**config.mk**
```make
export PLATFORM = sky130hd
export DESIGN_NAME = axi_stream_skid_receiver_flat
export DESIGN_NICKNAME = d
export VERILOG_FILES = /design/src/rtl/axi_stream_skid_receiver_if.sv /design/src/rtl/axi_stream_skid_receiver.sv /design/src/flat_wrapper.sv
export SDC_FILE = /design/constraint.sdc
export NUM_CORES = 1
export LEC_CHECK = 0
export BUFFER_PORTS_ARGS = -buffer_cell sky130_fd_sc_hd__buf_2
export CAP_MARGIN = 0
export CELL_PAD_IN_SITES_DETAIL_PLACEMENT = 1
export CELL_PAD_IN_SITES_GLOBAL_PLACEMENT = 2
export CORE_ASPECT_RATIO = 0.75
export CORE_MARGIN = 3
export CORE_UTILIZATION = 39
export DETAILED_ROUTE_END_ITERATION = 16
export PLACE_DENSITY_LB_ADDON = 0.05
export SLEW_MARGIN = 20
export SYNTH_ARGS = -nofsm -noshare
export SYNTH_HDL_FRONTEND = slang
export SYNTH_SLANG_ARGS = --single-unit
```
**constraint.sdc**
```tcl
create_clock -name clk_i -period 8.4 [get_ports clk_i]
set_clock_uncertainty 0.2 [all_clocks]
set_input_delay 1.68 -clock clk_i [delete_from_list [all_inputs] [get_ports clk_i]]
set_output_delay 1.68 -clock clk_i [all_outputs]
set_load 0.01 [all_outputs]
```
**src/rtl/axi_stream_skid_receiver_if.sv**
```systemverilog
`default_nettype none
// ============================================================================
// Module   : axi_stream_skid_receiver_if
// Brief    : AXI-Stream bundle with master/slave views.
// Revision : 1.0 - initial release
// ============================================================================
interface axi_stream_skid_receiver_if #(
    parameter int BYTE_WIDTH = 4,
    parameter int ID_WIDTH   = 1,
    parameter int DEST_WIDTH = 1,
    parameter int USER_WIDTH = 1
);
    logic                    tvalid;
    logic                    tready;
    logic [8*BYTE_WIDTH-1:0] tdata;
    logic [BYTE_WIDTH-1:0]   tstrb;
    logic [BYTE_WIDTH-1:0]   tkeep;
    logic                    tlast;
    logic [ID_WIDTH-1:0]     tid;
    logic [DEST_WIDTH-1:0]   tdest;
    logic [USER_WIDTH-1:0]   tuser;

    modport master (
        output tvalid, tdata, tstrb, tkeep, tlast, tid, tdest, tuser,
        input  tready
    );

    modport slave (
        input  tvalid, tdata, tstrb, tkeep, tlast, tid, tdest, tuser,
        output tready
    );
endinterface
`default_nettype wire

```
**src/rtl/axi_stream_skid_receiver.sv**
```systemverilog
`default_nettype none
// ============================================================================
// Module   : axi_stream_skid_receiver
// Brief    : Two-entry skid register slice with sticky upstream-violation flag.
// Revision : 1.0 - initial release
// ============================================================================
module axi_stream_skid_receiver #(
    parameter int BYTE_WIDTH = 4,
    parameter int ID_WIDTH   = 1,
    parameter int DEST_WIDTH = 1,
    parameter int USER_WIDTH = 1
) (
    input  logic                             clk_i,
    input  logic                             reset_i,
    axi_stream_skid_receiver_if.slave        s_axis,
    axi_stream_skid_receiver_if.master       m_axis,
    output logic                             protocol_error_o
);
    localparam int DATA_W    = 8 * BYTE_WIDTH;
    localparam int PAYLOAD_W = DATA_W + 2 * BYTE_WIDTH + 1 + ID_WIDTH + DEST_WIDTH + USER_WIDTH;

    typedef enum logic [1:0] {
        ST_EMPTY = 2'd0,
        ST_BUSY  = 2'd1,
        ST_FULL  = 2'd2
    } state_e;

    state_e                 state_q, state_d;
    logic [PAYLOAD_W-1:0]   out_q, out_d;
    logic [PAYLOAD_W-1:0]   skid_q, skid_d;
    logic [PAYLOAD_W-1:0]   s_payload;
    logic [PAYLOAD_W-1:0]   hist_payload_q;
    logic                   stall_q;
    logic                   err_q, err_d;
    logic                   s_ready;
    logic                   accept;
    logic                   take;
    logic                   strb_err;
    logic                   hold_err;

    assign s_payload = {s_axis.tdata, s_axis.tstrb, s_axis.tkeep, s_axis.tlast,
                        s_axis.tid, s_axis.tdest, s_axis.tuser};

    // Ready depends only on state and reset, never on downstream tready.
    assign s_ready = (state_q != ST_FULL) && !reset_i;
    assign accept  = s_axis.tvalid && s_ready;
    assign take    = (state_q != ST_EMPTY) && m_axis.tready;

    assign s_axis.tready = s_ready;
    assign m_axis.tvalid = (state_q != ST_EMPTY);
    assign {m_axis.tdata, m_axis.tstrb, m_axis.tkeep, m_axis.tlast,
            m_axis.tid, m_axis.tdest, m_axis.tuser} = out_q;

    always_ff @(posedge clk_i or posedge reset_i) begin
        if (reset_i) begin
            state_q <= ST_EMPTY;
            out_q   <= '0;
            skid_q  <= '0;
        end else begin
            state_q <= state_d;
            out_q   <= out_d;
            skid_q  <= skid_d;
        end
    end

    always_comb begin
        state_d = state_q;
        out_d   = out_q;
        skid_d  = skid_q;
        case (state_q)
            ST_EMPTY: begin
                if (accept) begin
                    out_d   = s_payload;
                    state_d = ST_BUSY;
                end
            end
            ST_BUSY: begin
                if (accept && !take) begin
                    skid_d  = s_payload;
                    state_d = ST_FULL;
                end else if (take && !accept) begin
                    state_d = ST_EMPTY;
                end else if (accept && take) begin
                    out_d   = s_payload;
                end
            end
            ST_FULL: begin
                if (take) begin
                    out_d   = skid_q;
                    state_d = ST_BUSY;
                end
            end
            default: state_d = ST_EMPTY;
        endcase
    end

    // A stalled beat must stay valid and unchanged until it is accepted.
    assign strb_err = s_axis.tvalid && (|(s_axis.tstrb & ~s_axis.tkeep));
    assign hold_err = stall_q && (!s_axis.tvalid || (s_payload != hist_payload_q));
    assign err_d    = err_q | strb_err | hold_err;

    always_ff @(posedge clk_i or posedge reset_i) begin
        if (reset_i) begin
            stall_q        <= 1'b0;
            hist_payload_q <= '0;
            err_q          <= 1'b0;
        end else begin
            stall_q        <= s_axis.tvalid && !s_ready;
            hist_payload_q <= s_payload;
            err_q          <= err_d;
        end
    end

    assign protocol_error_o = err_q;
endmodule
`default_nettype wire

```
**src/flat_wrapper.sv**
```systemverilog
// flat-port wrapper written by rule: the top's interface ports become plain ports
module axi_stream_skid_receiver_flat 
#(
    parameter int BYTE_WIDTH = 4,
    parameter int ID_WIDTH   = 1,
    parameter int DEST_WIDTH = 1,
    parameter int USER_WIDTH = 1
)
  (clk_i, reset_i, protocol_error_o, s_axis_tvalid, s_axis_tdata, s_axis_tstrb, s_axis_tkeep, s_axis_tlast, s_axis_tid, s_axis_tdest, s_axis_tuser, s_axis_tready, m_axis_tvalid, m_axis_tdata, m_axis_tstrb, m_axis_tkeep, m_axis_tlast, m_axis_tid, m_axis_tdest, m_axis_tuser, m_axis_tready);
  axi_stream_skid_receiver_if #(.BYTE_WIDTH(BYTE_WIDTH), .ID_WIDTH(ID_WIDTH), .DEST_WIDTH(DEST_WIDTH), .USER_WIDTH(USER_WIDTH)) s_axis_i ();
  axi_stream_skid_receiver_if #(.BYTE_WIDTH(BYTE_WIDTH), .ID_WIDTH(ID_WIDTH), .DEST_WIDTH(DEST_WIDTH), .USER_WIDTH(USER_WIDTH)) m_axis_i ();
  input  logic clk_i;
  input  logic reset_i;
  output logic protocol_error_o;
  input wire logic [$bits(s_axis_i.tvalid)-1:0] s_axis_tvalid;
  input wire logic [$bits(s_axis_i.tdata)-1:0] s_axis_tdata;
  input wire logic [$bits(s_axis_i.tstrb)-1:0] s_axis_tstrb;
  input wire logic [$bits(s_axis_i.tkeep)-1:0] s_axis_tkeep;
  input wire logic [$bits(s_axis_i.tlast)-1:0] s_axis_tlast;
  input wire logic [$bits(s_axis_i.tid)-1:0] s_axis_tid;
  input wire logic [$bits(s_axis_i.tdest)-1:0] s_axis_tdest;
  input wire logic [$bits(s_axis_i.tuser)-1:0] s_axis_tuser;
  output wire logic [$bits(s_axis_i.tready)-1:0] s_axis_tready;
  output wire logic [$bits(m_axis_i.tvalid)-1:0] m_axis_tvalid;
  output wire logic [$bits(m_axis_i.tdata)-1:0] m_axis_tdata;
  output wire logic [$bits(m_axis_i.tstrb)-1:0] m_axis_tstrb;
  output wire logic [$bits(m_axis_i.tkeep)-1:0] m_axis_tkeep;
  output wire logic [$bits(m_axis_i.tlast)-1:0] m_axis_tlast;
  output wire logic [$bits(m_axis_i.tid)-1:0] m_axis_tid;
  output wire logic [$bits(m_axis_i.tdest)-1:0] m_axis_tdest;
  output wire logic [$bits(m_axis_i.tuser)-1:0] m_axis_tuser;
  input wire logic [$bits(m_axis_i.tready)-1:0] m_axis_tready;
  assign s_axis_i.tvalid = s_axis_tvalid;
  assign s_axis_i.tdata = s_axis_tdata;
  assign s_axis_i.tstrb = s_axis_tstrb;
  assign s_axis_i.tkeep = s_axis_tkeep;
  assign s_axis_i.tlast = s_axis_tlast;
  assign s_axis_i.tid = s_axis_tid;
  assign s_axis_i.tdest = s_axis_tdest;
  assign s_axis_i.tuser = s_axis_tuser;
  assign s_axis_tready = s_axis_i.tready;
  assign m_axis_tvalid = m_axis_i.tvalid;
  assign m_axis_tdata = m_axis_i.tdata;
  assign m_axis_tstrb = m_axis_i.tstrb;
  assign m_axis_tkeep = m_axis_i.tkeep;
  assign m_axis_tlast = m_axis_i.tlast;
  assign m_axis_tid = m_axis_i.tid;
  assign m_axis_tdest = m_axis_i.tdest;
  assign m_axis_tuser = m_axis_i.tuser;
  assign m_axis_i.tready = m_axis_tready;
  axi_stream_skid_receiver #(.BYTE_WIDTH(BYTE_WIDTH), .ID_WIDTH(ID_WIDTH), .DEST_WIDTH(DEST_WIDTH), .USER_WIDTH(USER_WIDTH)) u_core (.clk_i(clk_i), .reset_i(reset_i), .s_axis(s_axis_i), .m_axis(m_axis_i), .protocol_error_o(protocol_error_o));
endmodule
```
Word-level counts from Yosys, hierarchy flattened
Index checks and enable logic that the tools add are counted.
{"block": "classes", "n_eq_ne": 10, "muxes": 11, "bitwise_logic": 4, "reduce_logical": 22}
{"operator": "44-bit 2-to-1 mux", "n": 5}
{"operator": "44-bit one-hot mux with 3 select lines", "n": 1}
{"operator": "44-bit inequality test", "n": 1}
{"operator": "1-bit logical AND", "n": 9}
{"operator": "2-bit 2-to-1 mux", "n": 4}
{"operator": "2-bit by 1-bit inequality test with 1-bit output, second input constant", "n": 3}
{"operator": "2-bit inequality test, second input constant", "n": 3}
{"operator": "2-bit one-hot mux with 3 select lines", "n": 1}
{"operator": "6-bit AND reduction", "n": 1}
{"operator": "1-bit zero test", "n": 5}
{"operator": "4-bit bitwise AND", "n": 1}
{"operator": "4-bit inverter", "n": 1}
{"operator": "4-bit OR reduction", "n": 1}
{"operator": "3-bit by 1-bit inequality test with 1-bit output, second input constant", "n": 1}
{"operator": "3-bit AND reduction", "n": 1}
{"operator": "3-bit nonzero test", "n": 1}
{"operator": "2-bit by 1-bit == test with 1-bit output, second input constant", "n": 1}
{"operator": "2-bit == test, second input constant", "n": 1}
{"operator": "2-bit zero test", "n": 1}
{"operator": "1-bit bitwise OR", "n": 2}
{"operator": "2-bit AND reduction", "n": 1}
{"operator": "2-bit nonzero test", "n": 1}
{"operator": "1-bit logical OR", "n": 1}
{"block": "totals", "register_bits": 136, "inputBits": 48, "output_inout_bits": 47, "word_cells": 53}

Logic depth before layout (Yosys ltp)
{"block": "logic_depth", "depth_word": 8, "depth_mapped": 7, "ltp_nobuf": 5}

Worst setup path after synthesis
Ideal clock, no wire load.
{"block": "synth_timing", "path_type": "input -> output", "startpoint": "input port reset_i", "endpoint": "output port s_axis_tready", "arrival_ps": 1881, "required_ps": 6520, "slack_ps": 4639, "cell_stages": 1, "n_path_buf": 0, "cell_sequence": "nor2_1"}
{"block": "synth_via", "elab_chain_cells": 2}
{"element": "start: declaration", "line_no": "flat_wrapper.sv:13", "text": "input logic reset_i;"}
{"element": "1-bit zero test", "line_no": "axi_stream_skid_receiver.sv:45", "text": "assign s_ready = (state_q != ST_FULL) && !reset_i;"}
{"element": "1-bit logical AND", "line_no": "axi_stream_skid_receiver.sv:45"}
{"element": "end: declaration", "line_no": "flat_wrapper.sv:23", "text": "output wire logic [$bits(s_axis_i.tready)-1:0] s_axis_tready;"}
No other way between the ends.

Worst setup path in the final report
Same ends and word-level chain as after synthesis.

==> summary.md <==
| Metric | Value |
|---|---|
| Status | `finished clean` |
| Vias per cell | `about 5.1` |
| Synth Area in Compound Gates | `0.0815` |
| Number of core rows | `36` |
| Adder-Cell Fraction of Synth Area | `0` |
| Main synth FF type | `dfrtp_1` |
| CP Class | `input pin to output port` |
| Seq/Total Area, Yosys | `0.632` |
| PwrDens | `roughly 290 nW/um^2` |
| Post-Layout Inst Area | `roughly 6600 sq um` |
| Post-synth EDFFs | `0` |
| Syn_nets | `roughly 520` |
| WL met3 | `690 um` |
| Critical Path RT | `approximately 6500 ps` |
| Initial Util | `0.407` |
| Metal-1 WL | `around 6.6 mm` |
| Avg Cell Area, Syn | `11.3 sq um` |
| PostCTS Resize Cnt | `0` |
| Startpoint type of the worst setup path | `input pin` |
| Worst-Skew Late Latency | `between 400 and 500 ps` |
| Multiplexer share of the synthesized area | `0.0773` |
| Cells after Synth | `476` |
| Slew Limit Headroom | `0.496` |
| Pwr Total | `1.88 mW` |
| Post-synthesis xor/xnor area fraction | `0.0634` |
| Finish-stage setup viols | `0` |
| Clock buffer depth | `2` |
| Tcrit/Tclk final | `0.477` |
| Antenna diode count | `0` |
| Cts hold-fix bufs | `0` |
| Area grow syn2layout | `21.8%` |
| Unique masters post-synth | `28` |
| FFs w/ async S/R, synth | `1.00` |
| Dominant cell type by area after synthesis | `dfrtp_1` |
| Full die area | `~15000 sq um` |
| Final slew viol count | `0` |
| Worst-Margin Slew | `roughly 750 ps` |
| Simple-gate share of the synthesized area | `0.119` |
| Worst-path clk slew | `50 ps` |
| CP most frequent cell | `buf_2` |
| Largest net degree at the start of global routing | `80` |
| Largest family of logic cells by synthesized area | `simple AND/OR/NAND/NOR gates` |
| Top Metal Used | `met5` |
| Core ar. | `around 13000 sq um` |
| Critical path arrival | `2130 ps` |
| Tot GR Track Use | `0.188` |
| IO Port Bufs | `94` |
| Iteration-0 DRC Markers | `approximately 130` |
| Postcts setup bufs | `0` |
| CTS buffer count | `17` |
| Worst path max stage delay | `about 160 ps` |
| Max_cap viols | `0` |
| Worst min path class | `register to register` |
| Worst Path Max Fanout | `4` |
| Top cells by area, synth | `dfrtp_1 (63%), mux2_2 (7.7%), xnor2_1 (6.0%), nand2_1 (5.8%), a31oi_1 (4.3%)` |
| Synth Register Bits | `136` |
| Fill count | `1443` |
| Nets | `approximately 600` |
| Leakage | `between 2 and 3 nW` |
| Mapped cell area | `5390 sq um` |
| Clock Tree Root | `clkbuf_16` |
| Fmax | `250 MHz` |
| Clk sinks | `around 140` |
| Util after Layout | `0.496` |
| Pre-CTS setup slack | `4190 ps` |
| H-tree depth | `4` |
| Crit path cell chain | `buf_2, nor2_1, buf_2` |
| Gpl congestion | `about 0.75` |
| Worst reg-to-reg setup slack | `~5500 ps` |
| Final setup TNS | `0 ps` |
| Remaining routing DRC violations | `0` |
| Yosys Warn Count | `0` |
| Hold Fails Final Rpt | `0` |
| CTS tree | `yes` |
| Area of the multi-input gates | `1860 sq um` |
| Via count | `around 3.8k` |
| IO Count | `95` |
| Initial antenna violation count | `1` |
| Routed wire per std cell | `18.0 um` |
| Pre-antenna DRT Iters | `6` |
| Final Critical Period | `approximately 4000 ps` |
| DP Wirelength | `9.03 mm` |
| Register Area | `between 3000 and 4000 sq um` |
| GR Overflow Total | `0` |
| RSZ-0062 raised after global routing | `false` |
| Slowest cell on crit path | `buf_2` |
| Share of cells above drive strength 1 | `0.290` |
| First-pass GRT wire length | `21.8 mm` |
| Vias in the first global route | `slightly above 4k` |
| Detail Route Antenna Nets | `0` |
| Worst Setup Slack, final | `~4400 ps` |
| Synth top area share | `0.632` |
| Worst setup EP type | `output port` |
| DP Area | `roughly 6000 sq um` |
| Peak supply drop | `between 0.15 and 0.2 mV` |
| Die W | `142 um` |
| Final wirelength | `13.5 mm` |
| Met2 WL | `5.96 mm` |
| Die height | `108 um` |
[worst max-delay path, delay by kind of cell]
family / cells / cell delay [ps]
AND/OR/NAND/NOR: 1 / 150
buffers and inverters: 2 / 300
[logic make-up after synthesis]
logic type                Yosys count
AOI/OAI and AO/OA                  70
xor gates and xnor gates           39
buffers and inverters              36
DFF                               136
muxes                              37
and+or+nand+nor                   158
[per-layer routing]
layer	global-route usage	vias up
met5	0	-
met4	0.0644	2
met3	0.0568	15
met2	0.277	79
met1	0.264	1939
li1	-	1796
[area by class of cell]
class / count / area share
Clock buffer: 24 / 0.0765
Timing Repair Buffer: 99 / 0.0780
Clock inverter: 4 / 0.00305
Multi-Input combinational cell: 304 / 0.284
Inverter: 12 / 0.00763
Tap cell: 171 / 0.0326
Sequential cell: 136 / 0.519
[where the power goes]
group | internal, mW | switching [mW] | total, mW
registers | 0.807 | 0.0802 | 0.887
logic | 0.157 | 0.172 | 0.329
clock network | 0.407 | 0.256 | 0.663
total | 1.37 | 0.508 | 1.88
[state kept, by name, summed over array words and instances, names as in the netlist]
register                 count
u_core.stall_q               1
u_core.protocol_error_o      1
u_core.hist_payload_q       44
u_core.state_q               2
u_core.skid_q               44
u_core.out_q                44
[cell usage in the layout, fill, tap and decap left out, types with 11 or more instances in the layout]
cell type	n
a21oi_1	15
a31oi_1	37
xnor2_1	37
nand2_1	82
mux2_2	37
buf_2	94
clkbuf_16	17
nor2_1	55
inv_1	11
dfrtp_1	136
[through the flow]
step                      cells  hold WS [ps]
after floorplan             476           250
after global placement      722           264
after detailed placement    722           270
after CTS                   750           282
after global routing        750           313
final                       750           282
[Yosys cell counts, drive strengths merged, types with 2 or more instances]
library cell and number:
a21oi 15, a31oi 37, buf 10, clkbuf 14, dfrtp 136, inv 12
mux2 37, nand2 83, nand2b 2, nand4 9, nor2 55, nor2b 3
nor4 3, o21ai 9, o221ai 3, xnor2 37, xor2 2
[path summary, 6_finish.rpt]
check,startpoint,endpoint,depth (start not counted)
hold / removal,u_core.skid_q[36],u_core.skid_q[36],2
min in group asynchronous,reset_i,u_core.state_q[1],2
hold reg to reg,u_core.skid_q[36],u_core.skid_q[36],2
setup reg to reg,u_core.state_q[1],u_core.out_q[16],7
max in group asynchronous,reset_i,u_core.hist_payload_q[42],3
setup / recovery,reset_i,s_axis_tready,3
Note: power is estimated with default switching activity, not from simulation.
